**src/rtl/cpu_trap_ctrl_pkg.sv**
```systemverilog
// Shared definitions for the trap controller: state encodings, mtvec modes
// and the machine interrupt cause codes.
package cpu_trap_ctrl_pkg;

    typedef enum logic [1:0] {
        TRAPST_IDLE  = 2'd0,
        TRAPST_DRAIN = 2'd1,
        TRAPST_ACK   = 2'd2
    } trap_state_e;

    localparam logic [1:0] MTVEC_MODE_DIRECT   = 2'd0;
    localparam logic [1:0] MTVEC_MODE_VECTORED = 2'd1;

    localparam logic [3:0] INT_CODE_MSI = 4'd3;
    localparam logic [3:0] INT_CODE_MTI = 4'd7;
    localparam logic [3:0] INT_CODE_MEI = 4'd11;

    // Reserved modes 2 and 3 fall back to direct.
    function automatic logic is_vectored(input logic [1:0] mode);
        return mode == MTVEC_MODE_VECTORED;
    endfunction

endpackage

```
**src/rtl/cpu_trap_vector.sv**
```systemverilog
// Trap target computation: mtvec base, plus cause*4 for vectored interrupts.
module cpu_trap_vector
    import cpu_trap_ctrl_pkg::*;
#(
    parameter int XLEN = 32
) (
    input  logic [XLEN-1:0] i_mtvec,
    input  logic [3:0]      i_int_code,
    input  logic            i_is_interrupt,
    output logic [XLEN-1:0] o_target
);

    logic [XLEN-1:0] w_base;
    logic [XLEN-1:0] w_offset;

    assign w_base   = {i_mtvec[XLEN-1:2], 2'b00};
    assign w_offset = {{(XLEN-6){1'b0}}, i_int_code, 2'b00};

    // Exceptions always land on the base even when mtvec is vectored.
    assign o_target = (i_is_interrupt && is_vectored(i_mtvec[1:0])) ? w_base + w_offset
                                                                     : w_base;

endmodule

```
**src/rtl/cpu_trap_ctrl.sv**
```systemverilog
// Trap entry/exit sequencer: drains memory traffic before acknowledging an
// interrupt, and redirects fetch for exceptions, MRET and interrupt entry.
module cpu_trap_ctrl
    import cpu_trap_ctrl_pkg::*;
#(
    parameter int XLEN = 32
) (
    input  logic            clk,
    input  logic            rst,
    input  logic            int_req,
    input  logic [3:0]      int_code,
    output logic            int_ack,
    input  logic            exception_w,
    input  logic            mret_w,
    input  logic            mem_busy,
    input  logic [XLEN-1:0] mtvec,
    input  logic [XLEN-1:0] mepc,
    output logic            stall_f,
    output logic            flush_fde,
    output logic            flush_m,
    output logic            redirect,
    output logic [XLEN-1:0] redirect_pc,
    output logic            busy
);

    trap_state_e     r_state;
    trap_state_e     w_next;
    logic [XLEN-1:0] w_vec_pc;
    logic            w_is_int;

    assign w_is_int = (r_state == TRAPST_ACK) && !exception_w;

    cpu_trap_vector #(.XLEN(XLEN)) u_vec (
        .i_mtvec        (mtvec),
        .i_int_code     (int_code),
        .i_is_interrupt (w_is_int),
        .o_target       (w_vec_pc)
    );

    always_comb begin
        w_next      = r_state;
        int_ack     = 1'b0;
        stall_f     = 1'b0;
        flush_fde   = 1'b0;
        flush_m     = 1'b0;
        redirect    = 1'b0;
        redirect_pc = '0;
        busy        = (r_state != TRAPST_IDLE);

        if (exception_w || mret_w) begin
            // W-stage events pre-empt any interrupt entry in flight.
            flush_fde   = 1'b1;
            flush_m     = 1'b1;
            redirect    = 1'b1;
            redirect_pc = exception_w ? w_vec_pc : mepc;
            w_next      = TRAPST_IDLE;
        end else begin
            unique case (r_state)
                TRAPST_IDLE: begin
                    if (int_req) w_next = TRAPST_DRAIN;
                end
                TRAPST_DRAIN: begin
                    stall_f = 1'b1;
                    if (!int_req)      w_next = TRAPST_IDLE;
                    else if (!mem_busy) w_next = TRAPST_ACK;
                end
                TRAPST_ACK: begin
                    // M stage is allowed to retire; only F/D/E are squashed.
                    w_next = TRAPST_IDLE;
                    if (int_req) begin
                        int_ack     = 1'b1;
                        flush_fde   = 1'b1;
                        redirect    = 1'b1;
                        redirect_pc = w_vec_pc;
                    end
                end
                default: w_next = TRAPST_IDLE;
            endcase
        end

        if (rst) begin
            w_next      = TRAPST_IDLE;
            int_ack     = 1'b0;
            stall_f     = 1'b0;
            flush_fde   = 1'b0;
            flush_m     = 1'b0;
            redirect    = 1'b0;
            redirect_pc = '0;
            busy        = 1'b0;
        end
    end

    always_ff @(posedge clk) begin
        if (rst) r_state <= TRAPST_IDLE;
        else     r_state <= w_next;
    end

endmodule

```
**config.mk**
```make
export PLATFORM = sky130hd
export DESIGN_NAME = cpu_trap_ctrl
export DESIGN_NICKNAME = d
export VERILOG_FILES = /design/src/rtl/cpu_trap_ctrl_pkg.sv /design/src/rtl/cpu_trap_vector.sv /design/src/rtl/cpu_trap_ctrl.sv
export SDC_FILE = /design/constraint.sdc
export NUM_CORES = 1
export LEC_CHECK = 0
export ABC_AREA = 1
export BUFFER_PORTS_ARGS = -buffer_cell sky130_fd_sc_hd__buf_2
export CORE_MARGIN = 5
export CORE_UTILIZATION = 35
export CTS_BUF_LIST = sky130_fd_sc_hd__clkbuf_16
export CTS_CLUSTER_SIZE = 24
export DETAILED_ROUTE_END_ITERATION = 8
export GPL_TIMING_DRIVEN = 1
export PLACE_DENSITY = 0.62
export SLEW_MARGIN = 20
export SYNTH_ARGS = -nofsm -noshare
export SYNTH_HDL_FRONTEND = slang
export SYNTH_SLANG_ARGS = --single-unit
```
**constraint.sdc**
```tcl
create_clock -name clk -period 3.45 [get_ports clk]
set_input_delay 0.8625 -clock clk [delete_from_list [all_inputs] [get_ports clk]]
set_output_delay 0.8625 -clock clk [all_outputs]
set_load 0.1 [all_outputs]
```
==> impl_results.rst, run 1 <==
.. list-table::
   :header-rows: 1

   * - Metric
     - Value
   * - Post-route total power
     - 762 uW
   * - Register-to-Register Path Depth
     - 3
   * - Achievable Freq
     - 294 MHz
   * - Time the final worst path needs with I/O delays and setup
     - 3400 ps
   * - Share of synthesized area occupied by flip-flops and latches
     - 2.04%
   * - Hold-fix buffers at CTS
     - 0
   * - IO Pins
     - 112
   * - Mean post-synth cell area
     - 4.83 um2
   * - Critical register-to-register path endpoint
     - r_state[0]
   * - Areal power density over the cells
     - 218 nW/um2
   * - Ratio of final minimum period to clock period
     - 98.5%
   * - GR Layer Usage met2
     - 38.7%
   * - Run status
     - finished clean
   * - Final max-slew violation count
     - 0
   * - Number of nets in the layout
     - 605
   * - FP Rows
     - 27
   * - Count of antenna diodes in the layout
     - 0
   * - CTS H-tree depth
     - 1
   * - Vias in the first global route
     - 2,897
   * - Share of the synthesized area in the top cell type
     - 31.1%
   * - Syn_nets
     - 484
   * - Synth Register Bits
     - 2
   * - Total global routing track utilization
     - 22.0%
   * - Count of final hold-check violations
     - 0
   * - Clock insertion delay at the later pin of the skew report
     - 220 ps
   * - CP Launch Point
     - mtvec[2]
   * - Number of warnings issued by yosys
     - 0
   * - DRC violation count after routing
     - 0
   * - Quantity of I/O buffers inserted on ports
     - 111
   * - Layout cells sized above 1
     - 36.8%
   * - Standard cell area after detailed placement
     - 3320 um2
   * - Count of cells along the worst hold path
     - 2
   * - Clock Tree Root
     - sky130_fd_sc_hd__clkbuf_16
   * - Die area
     - 7190 um2
   * - Most crowded layer after global routing
     - met2
   * - Cell variety after synth
     - 37
   * - GR Util met3
     - 3.14%
   * - End point of the critical path
     - redirect_pc[12]
   * - Starting Density
     - 35.8%
   * - Worst path slowest cell
     - sky130_fd_sc_hd__fa_2
   * - Die width
     - 84.8 um
   * - Leading cell types by total area after synthesis
     - sky130_fd_sc_hd__nand2_1 31%, sky130_fd_sc_hd__inv_1 10%, sky130_fd_sc_hd__nand3_1 9.7%
   * - Routed length per instance
     - 13.6 um
   * - Global placement routability congestion
     - 1.01
   * - Vias per inst
     - 4.95
   * - Fin Clk Skew
     - 2.92 ps
   * - Max-cap violations
     - 0
   * - Cells traversed along the worst timing path
     - buf_8 > ha_4 > inv_2 > fa_2 > nor2_4 > nor2_4 > nor2_8 > nand2_4 > nor2_4 > xor2_1 > nand2_1 > nand2_4 > buf_12
   * - Highest ir drop seen on vdd
     - 0.346 mV
   * - Maximum number of pins on one net before global-route repair
     - 28
   * - Summed instance area of the synthesized netlist
     - 1960 um2
   * - Cell type with the largest total area after synthesis
     - sky130_fd_sc_hd__nand2_1
   * - Tightest slew margin relative to the limit
     - 60.1%
   * - Cells after synthesis
     - 405
   * - Slew at the pin with the worst max-slew slack
     - 597 ps
   * - Source of the worst register-to-register timing path
     - r_state[0]
   * - Final wirelength
     - 8100 um
   * - Top Registers
     - r_state (2)
   * - Total clock buffers created by CTS
     - 3
   * - Utilization after layout
     - 64.0%
   * - Remaining Overflow, GRT
     - 0
   * - Clk buf depth
     - 2
   * - Kind of end point of the critical path
     - output port
   * - Data arrival time of the critical path
     - 2540 ps
   * - Sum of net half-perimeters after detailed placement
     - 6870 um
   * - Total via count after detailed routing
     - 2,950
   * - Clock Sink Count
     - 2
   * - Unrepaired setup endpoints after global routing
     - true
   * - Clock tree from TritonCTS
     - yes
   * - Setup CP Type
     - primary input to output port
   * - Required time of the worst setup path
     - 2590 ps
   * - DRC marker count from the first detailed-route iteration
     - 172
   * - Layout-stage area growth over the synthesis result
     - 78.8%
   * - Pre-antenna DRT Iters
     - 4
   * - CP dominant cell by count
     - sky130_fd_sc_hd__nor2_4
   * - Post-route standard cell area excluding fillers
     - 3500 um2
   * - Core region area
     - 5470 um2
   * - Register-to-register setup slack
     - 2690 ps
   * - Critical Path Start Type
     - primary input
   * - Largest register FFs
     - 2
   * - Leakage Power
     - 0.00181 uW
   * - Class of the tightest hold or removal check
     - flop to flop
   * - Largest register by flop count
     - r_state
   * - Critical path's largest stage delay
     - 380 ps
   * - Number of antenna violations at the first check in global routing
     - 0
   * - Wire length of the first global-routing pass
     - 13,400 um
   * - Met1 demand-to-capacity share in global routing
     - 29.2%
   * - Final-layout setup total negative slack
     - 0 ps
   * - Biggest fanout along the worst timing path
     - 5
   * - Post-detailed-route count of antenna-violating nets
     - 0
   * - Die boundary height
     - 84.8 um
   * - Setup-violating endpoint count in the final report
     - 0
   * - Clock slew at reported path FFs
     - 30 ps
==> cell usage in the layout (no fill, tap or decap), types with 2 or more instances in the layout <==
master	Yosys	routed
sky130_fd_sc_hd__nand2_1	162	148
sky130_fd_sc_hd__buf_2	5	72
sky130_fd_sc_hd__inv_1	53	52
sky130_fd_sc_hd__nor2_1	41	37
sky130_fd_sc_hd__buf_12	0	37
sky130_fd_sc_hd__nand3_1	38	35
sky130_fd_sc_hd__nand2_2	7	18
sky130_fd_sc_hd__buf_4	2	17
sky130_fd_sc_hd__o2111ai_1	13	13
sky130_fd_sc_hd__inv_2	7	8
sky130_fd_sc_hd__o21ai_0	11	8
sky130_fd_sc_hd__a21oi_1	8	7
sky130_fd_sc_hd__nand4_1	7	7
sky130_fd_sc_hd__nor2_4	4	6
sky130_fd_sc_hd__nor3_1	7	6
sky130_fd_sc_hd__xor2_1	6	6
sky130_fd_sc_hd__o21ai_2	1	5
sky130_fd_sc_hd__nand2_4	1	4
sky130_fd_sc_hd__nor2_2	2	4
sky130_fd_sc_hd__nand3_2	1	3
sky130_fd_sc_hd__o21ai_1	4	3
sky130_fd_sc_hd__ha_4	0	3
sky130_fd_sc_hd__clkbuf_16	0	3
sky130_fd_sc_hd__nor3_2	1	2
sky130_fd_sc_hd__dfxtp_1	2	2
==> worst min path at each step <==
stage          startpoint         end  slack (ps)
2_1_floorplan  r_state[0]  r_state[1]         460
3_3_place_gp   r_state[0]  r_state[1]         470
3_5_place_dp   r_state[0]  r_state[1]         480
4_1_cts        r_state[0]  r_state[1]         480
5_1_grt        r_state[0]  r_state[1]         520
6_report       r_state[0]  r_state[1]         480
==> cell usage after synthesis <==
library cell and instances:
sky130_fd_sc_hd__nand3_1 38, sky130_fd_sc_hd__nor3_1 7, sky130_fd_sc_hd__buf_2 5, sky130_fd_sc_hd__a22oi_1 1
sky130_fd_sc_hd__buf_1 1, sky130_fd_sc_hd__o21ai_2 1, sky130_fd_sc_hd__nand2_2 7, sky130_fd_sc_hd__o21ai_1 4
sky130_fd_sc_hd__a21oi_1 8, sky130_fd_sc_hd__nand3_2 1, sky130_fd_sc_hd__fa_1 1, sky130_fd_sc_hd__buf_4 2
sky130_fd_sc_hd__nand2_1 162, sky130_fd_sc_hd__or2_2 1, sky130_fd_sc_hd__buf_6 1, sky130_fd_sc_hd__xor2_1 6
sky130_fd_sc_hd__nor2_2 2, sky130_fd_sc_hd__o21ai_0 11, sky130_fd_sc_hd__and3b_1 1, sky130_fd_sc_hd__dfxtp_1 2
sky130_fd_sc_hd__nor2_4 4, sky130_fd_sc_hd__nor3_2 1, sky130_fd_sc_hd__o211ai_1 1, sky130_fd_sc_hd__o31ai_1 2
sky130_fd_sc_hd__o21bai_1 1, sky130_fd_sc_hd__xnor2_1 2, sky130_fd_sc_hd__inv_1 53, sky130_fd_sc_hd__nor3b_1 1
sky130_fd_sc_hd__nand4_1 7, sky130_fd_sc_hd__nor2_8 1, sky130_fd_sc_hd__nand2_4 1, sky130_fd_sc_hd__inv_2 7
sky130_fd_sc_hd__nor2_1 41, sky130_fd_sc_hd__clkinv_2 1, sky130_fd_sc_hd__ha_1 4, sky130_fd_sc_hd__o2111ai_1 13
sky130_fd_sc_hd__clkbuf_1 3
==> where the power goes <==
group          switching, uW  total (uW)  internal, uW
logic                    363         561           198
registers              0.243        23.9          23.7
clock network           29.3         177           148
==> stage by stage <==
stage / instances / hold WS [ps] / worst slack [ps]
after floorplan: 405 / 458 / -491
after global placement: 592 / 467 / -96.1
after detailed placement: 592 / 483 / -137
after CTS: 595 / 485 / 11.2
after global routing: 596 / 515 / -50.2
final: 596 / 477 / 52.0
==> layer usage <==
layer / share of wire [%] / routed length (um) / up-vias
li1: - / - / 1537
met5: 0 / 0 / -
met4: 0.74 / 60 / 0
met3: 8.1 / 652 / 7
met2: 48 / 3850 / 103
met1: 44 / 3530 / 1303
==> final cells by class <==
type / instances / area [um2]
clock buffer: 3 / 75.1
multi-input combinational: 330 / 1810
tap: 72 / 90.1
fill: 519 / 1970
sequential: 2 / 40.0
timing repair buffer: 128 / 1250
inverter: 61 / 230
==> critical path: cells and delay by family <==
kind,cells,cell delay (ps)
fa+ha+maj,2,510
xor+xnor,1,150
simple gates,7,730
buf+inv,3,290
==> cell families after synthesis <==
kind of cell | after synthesis | synth area share, %
buffers and inverters | 73 | 15.1
adders and majority gates | 5 | 3.58
and+or+nand+nor | 275 | 61.6
DFF | 2 | 2.04
xor gates and xnor gates | 8 | 3.58
AOI/OAI and AO/OA | 42 | 14.1
==> timing repair <==
item | 4_1_cts | 5_1_grt
resized for setup | 5 | 17
setup endpoints to repair | 9 | 22
setup buffers | 0 | 1
cloned | 0 | 0
pin swaps | 3 | 12
No activity file was read; power rests on OpenSTA's default activity.
==> run 2, diff against run 1 <==
--- a/config.mk
+++ b/config.mk
@@ -14,6 +14,7 @@
 export DETAILED_ROUTE_END_ITERATION = 8
 export GPL_TIMING_DRIVEN = 1
 export PLACE_DENSITY = 0.62
+export REMOVE_ABC_BUFFERS = 1
 export SLEW_MARGIN = 20
 export SYNTH_ARGS = -nofsm -noshare
 export SYNTH_HDL_FRONTEND = slang
==> impl_results.rst, run 2 (synthesized netlist as in run 1, its figures left out) <==
.. list-table::
   :header-rows: 1

   * - Metric
     - Value
   * - Hold-fix buffers at CTS
     - 0
   * - Class of the tightest hold or removal check
     - flop to flop
   * - Highest signal layer in the routed design
     - met4
   * - Most common cell after layout, fill and taps aside
     - sky130_fd_sc_hd__nand2_1
   * - Number of antenna violations at the first check in global routing
     - 1
   * - Clk buf depth
     - 2
   * - Final wirelength
     - 8480 um
   * - Leakage Power
     - 0.00179 uW
   * - Highest ir drop seen on vdd
     - 0.428 mV
   * - Top Registers
     - r_state (2)
   * - Clock tree from TritonCTS
     - yes
   * - Utilization after layout
     - 62.8%
   * - Length of routed met2 wiring
     - 3980 um
   * - Data arrival time of the critical path
     - 2530 ps
   * - Biggest fanout along the worst timing path
     - 5
   * - Die width
     - 84.8 um
   * - Clock insertion delay at the later pin of the skew report
     - 220 ps
   * - Setup CP Type
     - primary input to output port
   * - Clock Tree Root
     - sky130_fd_sc_hd__clkbuf_16
   * - Length of routed met3 wiring
     - 469 um
   * - Clock Sink Count
     - 2
   * - Pre-antenna DRT Iters
     - 4
   * - Most frequent cells in the layout
     - 155 x sky130_fd_sc_hd__nand2_1, 72 x sky130_fd_sc_hd__buf_2, 52 x sky130_fd_sc_hd__inv_1, 38 x sky130_fd_sc_hd__nor2_1, 38 x sky130_fd_sc_hd__nand3_1
   * - Setup-violating endpoint count in the final report
     - 0
   * - Count of placed standard cells including taps
     - 594
   * - IO Pins
     - 112
   * - Post-detailed-route count of antenna-violating nets
     - 0
   * - Die area
     - 7190 um2
   * - Core region area
     - 5470 um2
   * - Kind of end point of the critical path
     - output port
   * - Total clock buffers created by CTS
     - 3
   * - Sum of net half-perimeters after detailed placement
     - 7010 um
   * - Post-route standard cell area excluding fillers
     - 3440 um2
   * - Number of nets in the layout
     - 609
   * - Global placement routability congestion
     - 0.967
   * - Maximum number of pins on one net before global-route repair
     - 28
   * - Standard cell area after detailed placement
     - 3230 um2
   * - DRC marker count from the first detailed-route iteration
     - 176
   * - Vias per inst
     - 4.89
   * - CTS H-tree depth
     - 1
   * - Die boundary height
     - 84.8 um
   * - Vias in the first global route
     - 2,846
   * - DRC violation count after routing
     - 0
   * - Fin Clk Skew
     - 1.37 ps
   * - Final-layout setup total negative slack
     - 0 ps
   * - Count of final hold-check violations
     - 0
   * - Final std cells w/o fill
     - 601
   * - Total via count after detailed routing
     - 2,940
   * - Achievable Freq
     - 295 MHz
   * - FP Rows
     - 27
   * - Ratio of final minimum period to clock period
     - 98.4%
   * - Unrepaired setup endpoints after global routing
     - true
   * - Tightest slew margin relative to the limit
     - 57.1%
   * - Met1 layer wirelength in the final routing
     - 3890 um
   * - Layout cells sized above 1
     - 33.9%
   * - Slew at the pin with the worst max-slew slack
     - 637 ps
   * - Run status
     - finished clean
   * - Time the final worst path needs with I/O delays and setup
     - 3390 ps
   * - Remaining Overflow, GRT
     - 0
   * - Max-cap violations
     - 0
   * - Critical Path Start Type
     - primary input
   * - Starting Density
     - 35.8%
   * - Required time of the worst setup path
     - 2590 ps
   * - Layout-stage area growth over the synthesis result
     - 75.5%
   * - Final max-slew violation count
     - 0
   * - Largest register by flop count
     - r_state
   * - Number of inserted filler cells in the final layout
     - 529
   * - Clock slew at reported path FFs
     - 30 ps
   * - Quantity of I/O buffers inserted on ports
     - 111
   * - Largest register FFs
     - 2
   * - Areal power density over the cells
     - 219 nW/um2
   * - Wire length of the first global-routing pass
     - 13,500 um
   * - Routed length per instance
     - 14.1 um
   * - Post-route total power
     - 751 uW
   * - Total global routing track utilization
     - 22.6%
==> run 2: metal layers <==
metal  vias up  track usage, %
met1      1297            30.9
met2        93            38.3
met3        10            2.65
met4         0            4.46
met5         -               0
li1       1540               -
==> run 2: through the flow <==
step | hold slack, ps | setup WS [ps]
2_1_floorplan | 458 | -2490
3_3_place_gp | 466 | -65.7
3_5_place_dp | 469 | -108
4_1_cts | 488 | 14.0
5_1_grt | 502 | -50.3
6_report | 488 | 56.3
==> run 2: timing repair <==
action / CTS / global route
endpoints found under the setup margin: 13 / 22
hold endpoints to repair: 0 / 0
pin swaps: 1 / 14
resized for setup: 5 / 22
setup buffers: 0 / 3
cloned: 0 / 0
==> run 2: path summary, 6_finish.rpt <==
kind | depth (start not counted) | endpoint | slack (ps) | start
worst min-delay path | 2 | r_state[1] | 490 | r_state[0]
worst min register to register | 2 | r_state[1] | 490 | r_state[0]
worst max-delay path | 13 | redirect_pc[12] | 60 | mtvec[2]
worst max register to register | 3 | r_state[1] | 2680 | r_state[1]
==> run 2: worst max-delay path: stages <==
cell,delay [ps]
sky130_fd_sc_hd__buf_8,80
sky130_fd_sc_hd__ha_4,130
sky130_fd_sc_hd__inv_2,40
sky130_fd_sc_hd__fa_2,370
sky130_fd_sc_hd__nor2_4,140
sky130_fd_sc_hd__nor2_4,90
sky130_fd_sc_hd__nor2_8,120
sky130_fd_sc_hd__nand2_4,70
sky130_fd_sc_hd__nor2_4,140
sky130_fd_sc_hd__xor2_1,150
sky130_fd_sc_hd__nand2_1,80
sky130_fd_sc_hd__nand2_2,80
sky130_fd_sc_hd__buf_12,170
==> run 2: cell type report <==
| type | instances | area (um2) | share of cell area (%) |
|---|---|---|---|
| Inverter | 61 | 230 | 6.70 |
| Multi-Input combinational cell | 330 | 1710 | 49.7 |
| Clock buffer | 3 | 75.1 | 2.18 |
| Antenna cell | 1 | 2.50 | 0.0728 |
| Timing Repair Buffer | 132 | 1290 | 37.5 |
| Sequential cell | 2 | 40.0 | 1.16 |
| Tap cell | 72 | 90.1 | 2.62 |
==> run 2: power by group <==
group | internal (uW) | switching (uW)
clock | 147 | 26.2
sequential | 23.7 | 0.254
combinational | 194 | 360
total | 365 | 386
==> run 3, diff against run 2 <==
--- a/config.mk
+++ b/config.mk
@@ -8,13 +8,14 @@
 export ABC_AREA = 1
 export BUFFER_PORTS_ARGS = -buffer_cell sky130_fd_sc_hd__buf_2
 export CORE_MARGIN = 5
-export CORE_UTILIZATION = 35
+export CORE_UTILIZATION = 39
 export CTS_BUF_LIST = sky130_fd_sc_hd__clkbuf_16
 export CTS_CLUSTER_SIZE = 24
 export DETAILED_ROUTE_END_ITERATION = 8
 export GPL_TIMING_DRIVEN = 1
-export PLACE_DENSITY = 0.62
+export PLACE_DENSITY = 0.68
 export REMOVE_ABC_BUFFERS = 1
+export SETUP_SLACK_MARGIN = 0.15
 export SLEW_MARGIN = 20
 export SYNTH_ARGS = -nofsm -noshare
 export SYNTH_HDL_FRONTEND = slang
==> impl_results.rst, run 3 (synthesized netlist as in run 1, its figures left out) <==
.. list-table::
   :header-rows: 1

   * - Metric
     - Value
   * - Run status
     - finished clean
   * - Setup-violating endpoint count in the final report
     - 0
   * - Maximum number of pins on one net before global-route repair
     - 18
   * - Sum of net half-perimeters after detailed placement
     - 6660 um
   * - Quantity of I/O buffers inserted on ports
     - 111
   * - Most common cell after layout, fill and taps aside
     - sky130_fd_sc_hd__nand2_1
   * - Vias in the first global route
     - 3,085
   * - Number of nets in the layout
     - 614
   * - Time the final worst path needs with I/O delays and setup
     - 3440 ps
   * - Kind of end point of the critical path
     - output port
   * - FP Rows
     - 25
   * - Most frequent cells in the layout
     - 140 x sky130_fd_sc_hd__nand2_1, 66 x sky130_fd_sc_hd__buf_2, 49 x sky130_fd_sc_hd__inv_1, 35 x sky130_fd_sc_hd__buf_12, 34 x sky130_fd_sc_hd__nor2_1
   * - DRC marker count from the first detailed-route iteration
     - 224
   * - Largest register FFs
     - 2
   * - Final std cells w/o fill
     - 600
   * - Remaining Overflow, GRT
     - 0
   * - DRC violation count after routing
     - 0
   * - Data arrival time of the critical path
     - 2570 ps
   * - Layout cells sized above 1
     - 41.8%
   * - GR Util met3
     - 4.88%
   * - Count of placed standard cells including taps
     - 587
   * - Highest ir drop seen on vdd
     - 0.593 mV
   * - Post-route total power
     - 803 uW
   * - Count of antenna diodes in the layout
     - 0
   * - Register-to-register setup slack
     - 2720 ps
   * - Post-placement setup slack
     - -104 ps
   * - Largest register by flop count
     - r_state
   * - Clk buf depth
     - 2
   * - Fin Clk Skew
     - 0.0934 ps
   * - Die area
     - 6540 um2
   * - Total global routing track utilization
     - 25.7%
   * - Setup CP Type
     - primary input to output port
   * - Met1 demand-to-capacity share in global routing
     - 30.2%
   * - Unrepaired setup endpoints after global routing
     - true
   * - Areal power density over the cells
     - 213 nW/um2
   * - Pre-antenna DRT Iters
     - 5
   * - Top Registers
     - r_state (2)
   * - Hold-fix buffers at CTS
     - 0
   * - Clock insertion delay at the later pin of the skew report
     - 220 ps
   * - Source of the worst register-to-register timing path
     - r_state[1]
   * - Total via count after detailed routing
     - 3,235
   * - Leakage Power
     - 0.00189 uW
   * - Final-layout setup total negative slack
     - 0 ps
   * - CTS H-tree depth
     - 1
   * - Starting Density
     - 40.9%
   * - Register-to-Register Path Depth
     - 3
   * - Core region area
     - 4790 um2
   * - Die width
     - 80.9 um
   * - Critical Path Start Type
     - primary input
   * - Tightest hold margin
     - 482 ps
   * - Required time of the worst setup path
     - 2590 ps
   * - Clock slew at reported path FFs
     - 30 ps
   * - Die boundary height
     - 80.9 um
   * - Max-cap violations
     - 0
   * - Most crowded layer after global routing
     - met2
   * - Final max-slew violation count
     - 0
   * - Hold path startpoint
     - r_state[0]
   * - Count of final hold-check violations
     - 0
   * - Tightest slew margin relative to the limit
     - 50.5%
   * - Slew at the pin with the worst max-slew slack
     - 735 ps
   * - Post-detailed-route count of antenna-violating nets
     - 0
   * - Global placement routability congestion
     - 0.928
   * - Vias per inst
     - 5.39
   * - IO Pins
     - 112
   * - Class of the tightest hold or removal check
     - flop to flop
   * - Number of antenna violations at the first check in global routing
     - 0
   * - GR Layer Usage met2
     - 47.7%
   * - Ratio of final minimum period to clock period
     - 99.6%
   * - Least setup slack across all paths after layout
     - 13.1 ps
   * - Wire length of the first global-routing pass
     - 13,700 um
   * - Total clock buffers created by CTS
     - 3
   * - Biggest fanout along the worst timing path
     - 2
   * - Routed length per instance
     - 15.5 um
   * - Achievable Freq
     - 291 MHz
   * - Final wirelength
     - 9290 um
   * - Layout-stage area growth over the synthesis result
     - 92.6%
   * - Clock Tree Root
     - sky130_fd_sc_hd__clkbuf_16
   * - Worst-case hold path end point
     - r_state[1]
   * - Count of cells along the worst hold path
     - 2
   * - Clock Sink Count
     - 2
   * - Critical register-to-register path endpoint
     - r_state[1]
   * - Clock tree from TritonCTS
     - yes
==> run 3: changes by cell type in the layout (fill, tap and decap cells not counted), sizes merged <==
cell / previous run / this run
buf: 131 / 135
diode: 1 / 0
clkbuf: 4 / 5
==> run 3: layout make-up <==
cell class | instances | area [um2]
inverters | 61 | 238
flip-flops and latches | 2 | 40.0
repair buffers | 137 | 1390
well taps | 67 | 83.8
clock buffers | 3 | 75.1
fillers | 369 | 1010
multi-input cells | 330 | 1940
==> run 3: worst max path at each step <==
stage / start / endpoint / slack [ps]
finish: mtvec[2] / redirect_pc[28] / 10
global placement: mtvec[2] / redirect_pc[12] / -80
floorplan: int_req / flush_fde / -2490
detailed placement: mtvec[2] / redirect_pc[10] / -100
CTS: mtvec[2] / redirect_pc[12] / 100
global route: mtvec[2] / redirect_pc[28] / -70
==> run 3: timing repair <==
item | in CTS | in global routing
resized for setup | 35 | 66
buffers inserted | 4 | 6
endpoints found under the setup margin | 23 | 27
pin swaps | 13 | 24
==> run 3: metal layers <==
metal / routed length (um) / up-vias
li1: - / 1558
met1: 3460 / 1471
met2: 4670 / 177
met3: 857 / 29
met4: 298 / 0
met5: 0 / -
==> run 3: worst max-delay path: stages <==
cell                      delay (ps)
sky130_fd_sc_hd__buf_8            80
sky130_fd_sc_hd__ha_4            140
sky130_fd_sc_hd__inv_2            40
sky130_fd_sc_hd__fa_2            370
sky130_fd_sc_hd__buf_4           150
sky130_fd_sc_hd__buf_6           110
sky130_fd_sc_hd__inv_2            40
sky130_fd_sc_hd__nand3_1          90
sky130_fd_sc_hd__nand2_1         120
sky130_fd_sc_hd__nand2_1          50
sky130_fd_sc_hd__nand2_1          60
sky130_fd_sc_hd__nand2_1          40
sky130_fd_sc_hd__nand2_1          80
sky130_fd_sc_hd__nand3_2          80
sky130_fd_sc_hd__nand2_2          90
sky130_fd_sc_hd__buf_12          170
==> run 3: per-stage QoR <==
stage | area [um2] | utilization, %
2_1_floorplan | 1890 | -
4_1_cts | 3460 | 72.3
3_5_place_dp | 3210 | 67.0
5_1_grt | 3770 | 78.8
6_report | 3770 | 78.8
3_3_place_gp | 3210 | 67.0
==> run 3: report_power, final <==
part	internal, uW	total, uW	switching [uW]
clock	147	174	26.6
combinational	219	605	386
sequential	23.7	23.9	0.235
